**config.mk**
```make
export PLATFORM = sky130hd
export DESIGN_NAME = pulse_train_gen
export DESIGN_NICKNAME = d
export VERILOG_FILES = /design/src/rtl/pulse_gen_pkg.sv /design/src/rtl/pulse_cfg_sanitise.sv /design/src/rtl/pulse_train_gen.sv
export SDC_FILE = /design/constraint.sdc
export NUM_CORES = 1
export LEC_CHECK = 0
export BUFFER_PORTS_ARGS = -buffer_cell sky130_fd_sc_hd__buf_2
export CAP_MARGIN = 0
export CORE_ASPECT_RATIO = 1.25
export CORE_UTILIZATION = 55
export DETAILED_ROUTE_END_ITERATION = 16
export PLACE_DENSITY = 0.72
export SLEW_MARGIN = 10
export SYNTH_ARGS = -nofsm -noshare
export SYNTH_HDL_FRONTEND = slang
export SYNTH_SLANG_ARGS = --single-unit
```
**constraint.sdc**
```tcl
create_clock -name clk -period 14.95 [get_ports clk]
set_input_delay 2.99 -clock clk [delete_from_list [all_inputs] [get_ports clk]]
set_output_delay 2.99 -clock clk [all_outputs]
set_load 0.02 [all_outputs]
```
**src/rtl/pulse_gen_pkg.sv**
```systemverilog
// Shared types for pulse_train_gen: FSM state encoding, raw and sanitised
// burst configuration. Module CNT_W/BURST_W must not exceed the maxima here.
package pulse_gen_pkg;

    localparam int unsigned CNT_W_MAX   = 16;
    localparam int unsigned BURST_W_MAX = 4;
    localparam int unsigned IV_W        = CNT_W_MAX + 1;
    localparam int unsigned PER_W       = CNT_W_MAX + BURST_W_MAX + 1;

    localparam logic [2:0] ST_IDLE_ENC  = 3'd0;
    localparam logic [2:0] ST_DELAY_ENC = 3'd1;
    localparam logic [2:0] ST_HIGH_ENC  = 3'd2;
    localparam logic [2:0] ST_GAP_ENC   = 3'd3;
    localparam logic [2:0] ST_REST_ENC  = 3'd4;

    typedef enum logic [2:0] {
        ST_IDLE  = ST_IDLE_ENC,
        ST_DELAY = ST_DELAY_ENC,
        ST_HIGH  = ST_HIGH_ENC,
        ST_GAP   = ST_GAP_ENC,
        ST_REST  = ST_REST_ENC
    } state_t;

    typedef struct packed {
        logic [CNT_W_MAX-1:0]   d;
        logic [CNT_W_MAX-1:0]   p;
        logic [CNT_W_MAX-1:0]   w;
        logic [CNT_W_MAX-1:0]   i;
        logic [BURST_W_MAX-1:0] b;
    } raw_cfg_t;

    typedef struct packed {
        logic [CNT_W_MAX-1:0]   d;
        logic [PER_W-1:0]       p;
        logic [CNT_W_MAX-1:0]   w;
        logic [IV_W-1:0]        i;
        logic [BURST_W_MAX-1:0] b;
    } san_cfg_t;

endpackage

```
**src/rtl/pulse_cfg_sanitise.sv**
```systemverilog
// Combinational clean-up of a latched burst configuration so the FSM never
// sees a zero width, zero count, overlapping pulses or a too-short period.
module pulse_cfg_sanitise
    import pulse_gen_pkg::*;
(
    input  raw_cfg_t i_raw,
    output san_cfg_t o_cfg
);

    logic [CNT_W_MAX-1:0]   w_w;
    logic [BURST_W_MAX-1:0] w_b;
    logic [BURST_W_MAX-1:0] w_bm1;
    logic [IV_W-1:0]        w_i;
    logic [PER_W-1:0]       w_min_p;

    always_comb begin
        w_w     = (i_raw.w == '0) ? CNT_W_MAX'(1) : i_raw.w;
        w_b     = (i_raw.b == '0) ? BURST_W_MAX'(1) : i_raw.b;
        w_bm1   = w_b - BURST_W_MAX'(1);
        w_i     = {1'b0, i_raw.i};
        if ((w_b > BURST_W_MAX'(1)) && (i_raw.i <= w_w)) begin
            w_i = {1'b0, w_w} + IV_W'(1);
        end
        // Shortest period that still leaves one low cycle after the last pulse
        w_min_p = PER_W'(w_bm1) * PER_W'(w_i) + PER_W'(w_w) + PER_W'(1);

        o_cfg.d = i_raw.d;
        o_cfg.w = w_w;
        o_cfg.i = w_i;
        o_cfg.b = w_b;
        o_cfg.p = (PER_W'(i_raw.p) < w_min_p) ? w_min_p : PER_W'(i_raw.p);
    end

endmodule

```
**src/rtl/pulse_train_gen.sv**
```systemverilog
// Periodic pulse/burst generator with programmable delay, period, width,
// intra-burst interval and burst count; continuous or one-shot.
module pulse_train_gen
    import pulse_gen_pkg::*;
#(
    parameter int unsigned CNT_W   = CNT_W_MAX,
    parameter int unsigned BURST_W = BURST_W_MAX
) (
    input  logic               clk,
    input  logic               rst,
    input  logic               en,
    input  logic [CNT_W-1:0]   cfg_delay,
    input  logic [CNT_W-1:0]   cfg_period,
    input  logic [CNT_W-1:0]   cfg_width,
    input  logic [CNT_W-1:0]   cfg_interval,
    input  logic [BURST_W-1:0] cfg_burst,
    input  logic               cfg_oneshot,
    output logic               sig_out,
    output logic               busy,
    output logic               period_start
);

    localparam int unsigned PH_W = IV_W;

    state_t                 r_state;
    state_t                 w_state_nxt;
    raw_cfg_t               r_cfg;
    raw_cfg_t               w_raw_in;
    san_cfg_t               w_cfg;
    logic                   r_oneshot;
    logic [PH_W-1:0]        r_phase;
    logic [PER_W-1:0]       r_per;
    logic [BURST_W_MAX-1:0] r_idx;
    logic                   r_sig_out;
    logic                   r_busy;
    logic                   r_period_start;
    logic                   w_latch;
    logic                   w_burst_start;
    logic                   w_more;
    logic [PH_W-1:0]        w_gap_len;

    always_comb begin
        w_raw_in.d = CNT_W_MAX'(cfg_delay);
        w_raw_in.p = CNT_W_MAX'(cfg_period);
        w_raw_in.w = CNT_W_MAX'(cfg_width);
        w_raw_in.i = CNT_W_MAX'(cfg_interval);
        w_raw_in.b = BURST_W_MAX'(cfg_burst);
    end

    pulse_cfg_sanitise u_sanitise (
        .i_raw (r_cfg),
        .o_cfg (w_cfg)
    );

    assign w_more    = (r_idx + BURST_W_MAX'(1)) < w_cfg.b;
    assign w_gap_len = w_cfg.i - PH_W'(w_cfg.w);

    always_comb begin
        w_state_nxt   = r_state;
        w_latch       = 1'b0;
        w_burst_start = 1'b0;
        case (r_state)
            ST_IDLE: begin
                // Raw delay decides here: a zero delay goes straight to the first pulse
                if (en) begin
                    w_latch = 1'b1;
                    if (cfg_delay == '0) begin
                        w_state_nxt   = ST_HIGH;
                        w_burst_start = 1'b1;
                    end else begin
                        w_state_nxt = ST_DELAY;
                    end
                end
            end
            ST_DELAY: begin
                if (r_phase >= PH_W'(w_cfg.d)) begin
                    w_state_nxt   = ST_HIGH;
                    w_burst_start = 1'b1;
                end
            end
            ST_HIGH: begin
                if (r_phase >= PH_W'(w_cfg.w)) begin
                    if (w_more) begin
                        w_state_nxt = ST_GAP;
                    end else if (!r_oneshot && en) begin
                        w_state_nxt = ST_REST;
                    end else begin
                        w_state_nxt = ST_IDLE;
                    end
                end
            end
            ST_GAP: begin
                if (r_phase >= w_gap_len) begin
                    w_state_nxt = ST_HIGH;
                end
            end
            ST_REST: begin
                if (!en) begin
                    w_state_nxt = ST_IDLE;
                end else if (r_per >= w_cfg.p) begin
                    w_state_nxt   = ST_HIGH;
                    w_latch       = 1'b1;
                    w_burst_start = 1'b1;
                end
            end
            default: w_state_nxt = ST_IDLE;
        endcase
    end

    always_ff @(posedge clk) begin
        if (rst) begin
            r_state        <= ST_IDLE;
            r_cfg          <= '0;
            r_oneshot      <= 1'b0;
            r_phase        <= '0;
            r_per          <= '0;
            r_idx          <= '0;
            r_sig_out      <= 1'b0;
            r_busy         <= 1'b0;
            r_period_start <= 1'b0;
        end else begin
            r_state <= w_state_nxt;
            if (w_latch) begin
                r_cfg     <= w_raw_in;
                r_oneshot <= cfg_oneshot;
            end

            // Phase counts cycles within DELAY/HIGH/GAP; REST is timed by r_per
            if (w_state_nxt == ST_IDLE) begin
                r_phase <= '0;
            end else if (w_state_nxt != r_state) begin
                r_phase <= PH_W'(1);
            end else if (r_state != ST_REST) begin
                r_phase <= r_phase + PH_W'(1);
            end

            if (w_burst_start) begin
                r_per <= PER_W'(1);
            end else if (w_state_nxt == ST_IDLE) begin
                r_per <= '0;
            end else if (r_state inside {ST_HIGH, ST_GAP, ST_REST}) begin
                r_per <= r_per + PER_W'(1);
            end

            if (w_burst_start || (w_state_nxt == ST_IDLE)) begin
                r_idx <= '0;
            end else if ((r_state == ST_HIGH) && (w_state_nxt == ST_GAP)) begin
                r_idx <= r_idx + BURST_W_MAX'(1);
            end

            r_sig_out      <= (w_state_nxt == ST_HIGH);
            r_busy         <= (w_state_nxt != ST_IDLE);
            r_period_start <= w_burst_start;
        end
    end

    assign sig_out      = r_sig_out;
    assign busy         = r_busy;
    assign period_start = r_period_start;

endmodule

```
==> impl_metrics.tcl, run 1 <==
set metrics [dict create \
    area_delta_synth_final_pct 10.2 \
    grt_pass1_vias 9561 \
    p_per_area_mw_per_mm2 166 \
    overflow 0 \
    cts_buffer_depth 2 \
    crit_slowest_cell "a21oi_2" \
    synth_ff_type "dfxtp_1" \
    die_h_um 162 \
    outcome "finished clean" \
    cts_made_buffers 17 \
    synth_compound_area_frac 0.153 \
    leakage_nw 5.63 \
    vdd_drop_max_mv 0.124 \
    dpl_worst_slack_ps 2250 \
    async_flop_share 0 \
    antenna_found_initial 1 \
    synth_top_cell_area_share 0.209 \
    finalSetupTns_ps 0 \
    globalplace.congestion 0.909 \
    p_int_mw 1.12 \
    ant_nets 0 \
    synth-simple-area-share 0.211 \
    viasPerCell 5.75 \
    layout.area.seq_mm2 0.00234 \
    synth_top_area_cell "dfxtp_1" \
    p_clk_frac 0.209 \
    synth_mux_area_frac 0.0357 \
    swShare 0.455 \
    multiInputGateArea_mm2 0.00812 \
    seqPwrFrac 0.189 \
    cts-root-buf "clkbuf_16" \
    die_x_um 130 \
    maxCapViolCount 0 \
    dr.pass1.iters 5 \
    cp.required_ps 15300 \
    slew_headroom 0.172 \
    std_cell_rows 58 \
    worstSetupPathType "flop to flop" \
    hold_violations 0 \
    final_common_cell "nand2_1" \
    tightest_slew_ps 1240 \
    drive_above_1_share 0.105 \
    grt_setup_unrepaired "no" \
    fillers 1830 \
    nNetsFinal 1731 \
    num_vias 10008 \
    skew_ps 7.45 \
    clock_latency_ps 430 \
    ioPinCount 75 \
    setup_viol 0 \
    synth-edff-count 0 \
    synth.area.top_cells "dfxtp_1 (21%), ha_1 (17%), fa_1 (8.4%)" \
    final_cell_mix "nand2_1 (211), ha_1 (154), inv_1 (146), a21oi_1 (121), dfxtp_1 (117)" \
    worst_slack_ps 2100 \
    synthesis.area_mm2 0.0112 \
    dp_hpwl_um 22700 \
    synth_cells 1406 \
    crit_top_cell "a21oi_1" \
    grt_max_degree 73 \
    synth_area_per_cell_um2 7.99 \
    cp-end-kind "flop" \
    slew_violations 0 \
    synthXorXnorAreaFrac 0.0663 \
    antennaDiodeCount 0 \
    cts_resized 0 \
    postCtsSetupRepairBufs 0 \
    initial_core_util 0.559 \
    yosys_warnings 0 \
    track_usage 0.290 \
    power_frac_comb 0.602 \
    fin_crit_ps 12850 \
    dieArea_mm2 0.0210 \
    ys_ff_latch 117 \
    wl_per_cell_um 16.5 \
    critPathLaunchType "flop" \
    h-tree-depth 4 \
    remaining_drc_errors 0 \
    finalCritPeriodShare 0.860 \
    finalPower_mw 2.06 \
    hold_class "flop to flop" \
    yosysUniqueCellTypes 81 \
    clock-sinks 117 \
    synth_fa_ha_area_frac 0.255 \
    max_freq_mhz 77.8 \
    cts_tree "done" \
    port-buffer-count 74 \
    cp_max_fo 38 \
    clkTransAtPathRegs_ps 60 \
    core_mm2 0.0201 \
    critical_path.max_stage_delay_ps 910 \
    p_sw_mw 0.937 \
    drtIter0Drc 580 \
    postCtsHoldBufs 0 \
    cp_data_arrival_time_ps 13200 \
    wl_um 28800 \
    grt_pass1_wl_um 47400 \
    syn_nets 1679 \
    ys_seq_area_frac 0.209 \
    synth_top_family_by_area "adder cells" \
]
## synth_stat cells (7+ instances only)
master    number
clkbuf_1      20
xnor2_1       46
a21o_1        26
nand3_1       39
or3_1          7
o21a_1         7
nor2b_1       10
mux2i_1       19
nor2_1       105
fa_1          47
nand2b_1      14
inv_1        146
dfxtp_1      117
a211oi_1       7
ha_1         154
nand4_1       24
o21ai_0       27
buf_2         20
nor3_1        32
xor2_1        39
mux2_4         8
mux2_2         8
nor4_1        11
nand2_1      211
a21oi_1      123
and2_1         9
and3_1        14
nor3b_1       10
## layer usage
layer | wire length (µm) | global-route usage
met5 | 10 | 0
met4 | 1180 | 0.136
met3 | 1680 | 0.0501
met2 | 13300 | 0.478
met1 | 12600 | 0.366
## path summary, 6_finish.rpt
check,start,endpoint,slack (ps),cells past startpoint
worst min register to register,r_cfg[64],r_cfg[64],460,2
worst max-delay path,r_cfg[21],r_cfg[13],2100,44
worst min-delay path,r_cfg[64],r_cfg[64],460,2
worst max register to register,r_cfg[21],r_cfg[13],2100,44
## cells by family after synthesis
kind of cell             after synthesis
AO/OA/AOI/OAI                        266
XOR/XNOR                              85
adder cells (fa/ha/maj)              201
buffers and inverters                193
flip-flops                           117
multiplexers                          35
AND/OR/NAND/NOR                      509
## power by group through the flow
stage	logic, mW	registers (mW)	clock network [mW]
after floorplan	0.986	0.383	0
after global placement	1.20	0.393	0
after detailed placement	1.23	0.394	0
after CTS	1.24	0.388	0.433
after global routing	1.40	0.393	0.447
final	1.24	0.389	0.431
## worst max-delay path, delay by kind of cell (launching register included)
family / cells / cell delay (ps)
flip-flops: 1 / 410
buffers and inverters: 4 / 760
AND/OR/NAND/NOR: 13 / 2810
AO/OA/AOI/OAI: 17 / 4830
XOR/XNOR: 1 / 250
adder cells (fa/ha/maj): 7 / 2590
multiplexers: 2 / 1060
## final cells by class
cell class                      count  area share
Inverter                          146      0.0443
Timing Repair Buffer               80      0.0336
Clock buffer                       20      0.0369
Sequential cell                   117       0.189
Tap cell                          270      0.0273
Clock inverter                     11      0.0122
Multi-Input combinational cell   1096       0.656
## per-stage QoR
stage | util | cells | area [µm²] | hold WS, ps
2_1_floorplan | - | 1406 | 11200 | 431
3_3_place_gp | 0.585 | 1709 | 11800 | 445
3_5_place_dp | 0.585 | 1709 | 11800 | 451
4_1_cts | 0.616 | 1740 | 12400 | 459
5_1_grt | 0.616 | 1740 | 12400 | 484
6_report | 0.616 | 1740 | 12400 | 457
## state kept, by name, indices dropped and copies added, names as in the netlist
signal / flops
r_idx: 4
period_start: 1
r_per: 21
r_state: 3
r_phase: 17
sig_out: 1
r_oneshot: 1
r_cfg: 68
busy: 1
Note: power is estimated with default switching activity, not from simulation.
==> run 2, diff against run 1 <==
--- a/config.mk
+++ b/config.mk
@@ -8,6 +8,7 @@
 export BUFFER_PORTS_ARGS = -buffer_cell sky130_fd_sc_hd__buf_2
 export CAP_MARGIN = 0
 export CORE_ASPECT_RATIO = 1.25
+export CORE_MARGIN = 3
 export CORE_UTILIZATION = 55
 export DETAILED_ROUTE_END_ITERATION = 16
 export PLACE_DENSITY = 0.72
==> constraint.sdc (replaced) <==
create_clock -name clk -period 14.95 [get_ports clk]
set_input_delay 2.2425 -clock clk [delete_from_list [all_inputs] [get_ports clk]]
set_output_delay 2.2425 -clock clk [all_outputs]
set_load 0.02 [all_outputs]
==> run 2 against run 1 <==
  * Sequential power hardly changed
  * Sequential cell count stayed put
  * Die area is 5.6% higher
  * Sequential share of layout area is 0.067 points lower
  * Highest routed layer is now met4
  * Global-route usage is 2.0 points lower
  * Clock skew is 1.2 ps higher
  * Clock power is 5.1% higher
==> impl_metrics.tcl, run 2 (synthesis gave the netlist of run 1 again) <==
set metrics [dict create \
    r2r-start "r_cfg[31]" \
    leakage_nw 5.66 \
    postLayoutCoreUtil 0.629 \
    hold_violations 0 \
    skew_ps 8.62 \
    crit_top_cell "a21oi_1" \
    dp_hpwl_um 23500 \
    holdWs_ps 452 \
    core_mm2 0.0198 \
    wl_um 30000 \
    track_usage 0.270 \
    cp_data_arrival_time_ps 12410 \
    grt_setup_unrepaired "no" \
    grt_use_met2 0.467 \
    critPathLaunchType "flop" \
    hold_class "flop to flop" \
    grt_pass1_wl_um 48900 \
    cts_tree "done" \
    grt_use_met3 0.0336 \
    clock-sinks 117 \
    ioPinCount 75 \
    slew_headroom 0.318 \
    fillers 1784 \
    ant_nets 0 \
    slew_violations 0 \
    final_cell_mix "nand2_1 (211), ha_1 (154), inv_1 (146), a21oi_1 (121), dfxtp_1 (117)" \
    remaining_drc_errors 0 \
    globalplace.congestion 0.988 \
    post_dp_cell_area_mm2 0.0118 \
    reg_top3 "r_cfg (68), r_per (21), r_phase (17)" \
    dr.pass1.iters 5 \
    fin_crit_ps 12050 \
    outcome "finished clean" \
    worstSetupPathType "flop to flop" \
    area_delta_synth_final_pct 10.6 \
    cts-root-buf "clkbuf_16" \
    die_x_um 134 \
    setup_viol 0 \
    wl_per_cell_um 17.3 \
    drtIter0Drc 547 \
    antenna_found_initial 0 \
    clock_latency_ps 430 \
    finalSetupTns_ps 0 \
    critical_path.max_stage_delay_ps 780 \
    stdcell_area_mm2 0.0124 \
    clkTransAtPathRegs_ps 60 \
    top_register "r_cfg" \
    gr-usage-met1 0.343 \
    nNetsFinal 1733 \
    cts_buffer_depth 2 \
    vdd_drop_max_mv 0.114 \
    die_h_um 166 \
    viasPerCell 5.77 \
    holdCritStartpoint "r_oneshot" \
    h-tree-depth 4 \
    crit_buf_inv 5 \
    grt.busiest_layer "met2" \
    cts_resized 0 \
    drive_above_1_share 0.107 \
    largest_reg_flops 68 \
    cp-startpoint "r_cfg[31]" \
    max_freq_mhz 83.0 \
    cp-end-kind "flop" \
    cp_max_fo 52 \
    p_per_area_mw_per_mm2 170 \
    final_common_cell "nand2_1" \
    std_cell_rows 57 \
    cts_made_buffers 17 \
    finalCritPeriodShare 0.806 \
    maxCapViolCount 0 \
    grt_pass1_vias 9900 \
    initial_core_util 0.568 \
    port-buffer-count 74 \
    crit_slowest_cell "and4_1" \
    cp_top_family "compound AO/OA/AOI/OAI gates" \
    overflow 0 \
    tightest_slew_ps 1020 \
    antennaDiodeCount 0 \
    postCtsHoldBufs 0 \
    postCtsSetupRepairBufs 0 \
    cp.required_ps 15310 \
    dieArea_mm2 0.0222 \
    num_vias 10021 \
    grt_max_degree 73 \
]
[run 2: cell count changes in the layout (fill, tap and decap cells not counted)]
cell	previous run	this run
clkinv_2	1	0
clkinv_4	2	4
inv_6	1	5
inv_8	0	1
buf_4	6	8
clkbuf_1	1	0
clkbuf_8	2	0
bufinv_16	3	4
clkinvlp_4	4	1
[run 2: power by group]
group	internal, mW	switching [mW]	leakage, nW
logic	0.508	0.756	4.40
registers	0.349	0.0409	0.954
clock network	0.283	0.169	0.311
[run 2: final timing paths]
| check | slack, ps | depth (start not counted) | endpoint |
|---|---|---|---|
| worst max register to register | 2900 | 45 | r_cfg[29] |
| worst min register to register | 450 | 2 | r_oneshot |
| worst min-delay path | 450 | 2 | r_oneshot |
| worst max-delay path | 2900 | 45 | r_cfg[29] |
[run 2: per-stage QoR]
| stage | power [mW] | setup slack (ps) | std cells |
|---|---|---|---|
| floorplan | 1.37 | 5120 | 1406 |
| global placement | 1.61 | 3270 | 1706 |
| detailed placement | 1.64 | 3080 | 1706 |
| CTS | 2.10 | 2980 | 1738 |
| global route | 2.28 | 2060 | 1738 |
| finish | 2.11 | 2900 | 1738 |
[run 2: area by class of cell]
class / count / area (µm²) / share of cell area
flip-flops and latches: 117 / 2340 / 0.189
repair buffers: 82 / 430 / 0.0347
well taps: 265 / 332 / 0.0267
multi-input cells: 1096 / 8120 / 0.654
clock inverters: 15 / 218 / 0.0175
inverters: 146 / 548 / 0.0441
clock buffers: 17 / 425 / 0.0343
[run 2: worst register-to-register path, delay by kind of cell (launching register included)]
kind / cells / cell delay (ps)
buffers and inverters: 5 / 1080
XOR/XNOR: 1 / 220
adder cells (fa/ha/maj): 7 / 2510
AO/OA/AOI/OAI: 18 / 4230
flip-flops: 1 / 360
AND/OR/NAND/NOR: 12 / 2660
multiplexers: 2 / 940
[run 2: per-layer routing]
| metal | wire [µm] | up-vias |
|---|---|---|
| met5 | 0 | - |
| met4 | 909 | 0 |
| met3 | 1120 | 58 |
| met2 | 14800 | 277 |
| met1 | 13200 | 4742 |
| li1 | - | 4944 |
==> run 3, diff against run 2 <==
--- a/config.mk
+++ b/config.mk
@@ -11,7 +11,7 @@
 export CORE_MARGIN = 3
 export CORE_UTILIZATION = 55
 export DETAILED_ROUTE_END_ITERATION = 16
-export PLACE_DENSITY = 0.72
+export PLACE_DENSITY = 0.75
 export SLEW_MARGIN = 10
 export SYNTH_ARGS = -nofsm -noshare
 export SYNTH_HDL_FRONTEND = slang
==> constraint.sdc (replaced) <==
create_clock -name clk -period 10.1 [get_ports clk]
set_input_delay 1.515 -clock clk [delete_from_list [all_inputs] [get_ports clk]]
set_output_delay 1.515 -clock clk [all_outputs]
set_load 0.02 [all_outputs]
==> run 3 against run 2 <==
  * Hold slack improved by 2.4 ps
  * Setup slack lost 2700 ps
  * First-iteration DRC count increased by 45%
  * Clock-buffer cell count grew 1
  * Power up 69%
  * Cell count increased by 5.2%
  * Clock skew is 2.3 ps higher
  * Critical path depth grew 4
  * Die area did not move
  * Sequential power increased by 47%
  * Via count grew 7.9%
  * Largest cell class unchanged
==> impl_metrics.tcl, run 3 (synthesis gave the netlist of run 1 again) <==
set metrics [dict create \
    remaining_drc_errors 0 \
    critical_path.max_stage_delay_ps 550 \
    cp-end-kind "flop" \
    initial_core_util 0.568 \
    dr.pass1.iters 7 \
    cts_tree "done" \
    maxCapViolCount 0 \
    dp.cells 1765 \
    antenna_found_initial 0 \
    h-tree-depth 4 \
    core_mm2 0.0198 \
    grt_pass1_vias 9952 \
    nNetsFinal 1823 \
    overflow 0 \
    cts_buffer_depth 2 \
    clock_latency_ps 430 \
    stdcell_area_mm2 0.0137 \
    skew_ps 10.9 \
    ioPinCount 75 \
    post_dp_cell_area_mm2 0.0123 \
    drive_above_1_share 0.194 \
    viasPerCell 5.91 \
    cts-root-buf "clkbuf_16" \
    postCtsHoldBufs 0 \
    std_cell_rows 57 \
    cp_data_arrival_time_ps 10290 \
    critPathLaunchType "flop" \
    area_delta_synth_final_pct 22.2 \
    grt_setup_unrepaired "yes" \
    final_common_cell "nand2_1" \
    cp_max_fo 8 \
    cp_top_family "compound AO/OA/AOI/OAI gates" \
    fin_crit_ps 9940 \
    dieArea_mm2 0.0222 \
    slew_headroom 0.446 \
    largest_reg_flops 68 \
    grt_max_degree 73 \
    max_freq_mhz 101 \
    antennaDiodeCount 0 \
    final_cell_mix "nand2_1 (208), inv_1 (146), ha_1 (145), a21oi_1 (115), dfxtp_1 (115)" \
    crit_slowest_cell "fa_1" \
    hold_violations 0 \
    leakage_nw 6.18 \
    track_usage 0.272 \
    finalSetupTns_ps 0 \
    finalPower_mw 3.56 \
    vdd_drop_max_mv 0.182 \
    grt_pass1_wl_um 49200 \
    cp.required_ps 10450 \
    worstSetupPathType "flop to flop" \
    wl_per_cell_um 18.6 \
    outcome "finished clean" \
    slew_violations 0 \
    port-buffer-count 74 \
    clock-sinks 117 \
    cts_made_buffers 17 \
    die_x_um 134 \
    setup_viol 0 \
    top_register "r_cfg" \
    p_per_area_mw_per_mm2 260 \
    finalCritPeriodShare 0.984 \
    reg_top3 "r_cfg (68), r_per (21), r_phase (17)" \
    clkTransAtPathRegs_ps 60 \
    num_vias 10812 \
    globalplace.congestion 0.973 \
    ant_nets 0 \
    fin_cells 1828 \
    wl_um 33900 \
    dp_hpwl_um 23500 \
    die_h_um 166 \
    crit_top_cell "a21oi_2" \
    tightest_slew_ps 831 \
    crit_buf_inv 9 \
    hold_class "flop to flop" \
    drtIter0Drc 794 \
]
-- run 3: cell count changes in the layout (fill, tap and decap cells not counted), sizes merged --
cell / delta
buf: +83
bufinv: -2
clkbuf: +8
clkinvlp: +4
inv: -3
-- run 3: final cells by class --
| cell class | count | area, µm² |
|---|---|---|
| inverter | 146 | 548 |
| fill | 1508 | 6030 |
| sequential | 117 | 2340 |
| multi-input combinational | 1096 | 8520 |
| clock buffer | 18 | 439 |
| clock inverter | 14 | 151 |
| tap | 265 | 332 |
| timing repair buffer | 172 | 1390 |
-- run 3: routing by layer --
metal / GRT usage / wire [µm] / part of all wire
met3: 0.0409 / 2230 / 0.066
met2: 0.455 / 16100 / 0.47
met5: 0 / 0 / 0
met4: 0.115 / 1580 / 0.047
met1: 0.351 / 14000 / 0.41
-- run 3: path summary, 6_finish.rpt --
path	startpoint	end	slack (ps)	depth (start not counted)
worst max-delay path	r_cfg[34]	r_phase[14]	160	49
worst min-delay path	r_cfg[56]	r_cfg[56]	450	2
worst max register to register	r_cfg[34]	r_phase[14]	160	49
worst min register to register	r_cfg[56]	r_cfg[56]	450	2
-- run 3: through the flow --
step,util,setup slack (ps),hold WS [ps]
global placement,0.622,-69.3,439
detailed placement,0.622,-395,441
floorplan,-,265,431
global route,0.695,-246,472
finish,0.695,163,454
CTS,0.653,37.4,449
-- run 3: power breakdown --
group          total [mW]  internal, mW  leakage [nW]  switching, mW
logic                2.37          1.07          4.95           1.30
registers           0.575         0.517         0.955         0.0581
clock network       0.619         0.371         0.275          0.248
-- run 3: repair_timing --
item,4_1_cts,5_1_grt
endpoints found under the setup margin,115,115
gates resized for setup,9,89
gates cloned,0,10
buffers inserted,0,23
pin swaps,1,22
-- run 3: worst register-to-register path, delay by kind of cell, from the launching register on --
family                     cells  cell delay, ps
adders and majority gates      7            2480
AOI/OAI and AO/OA             19            3210
muxes                          2             630
xor gates and xnor gates       1             250
DFF                            1             340
buffers and inverters          9            1160
and+or+nand+nor               11            1800
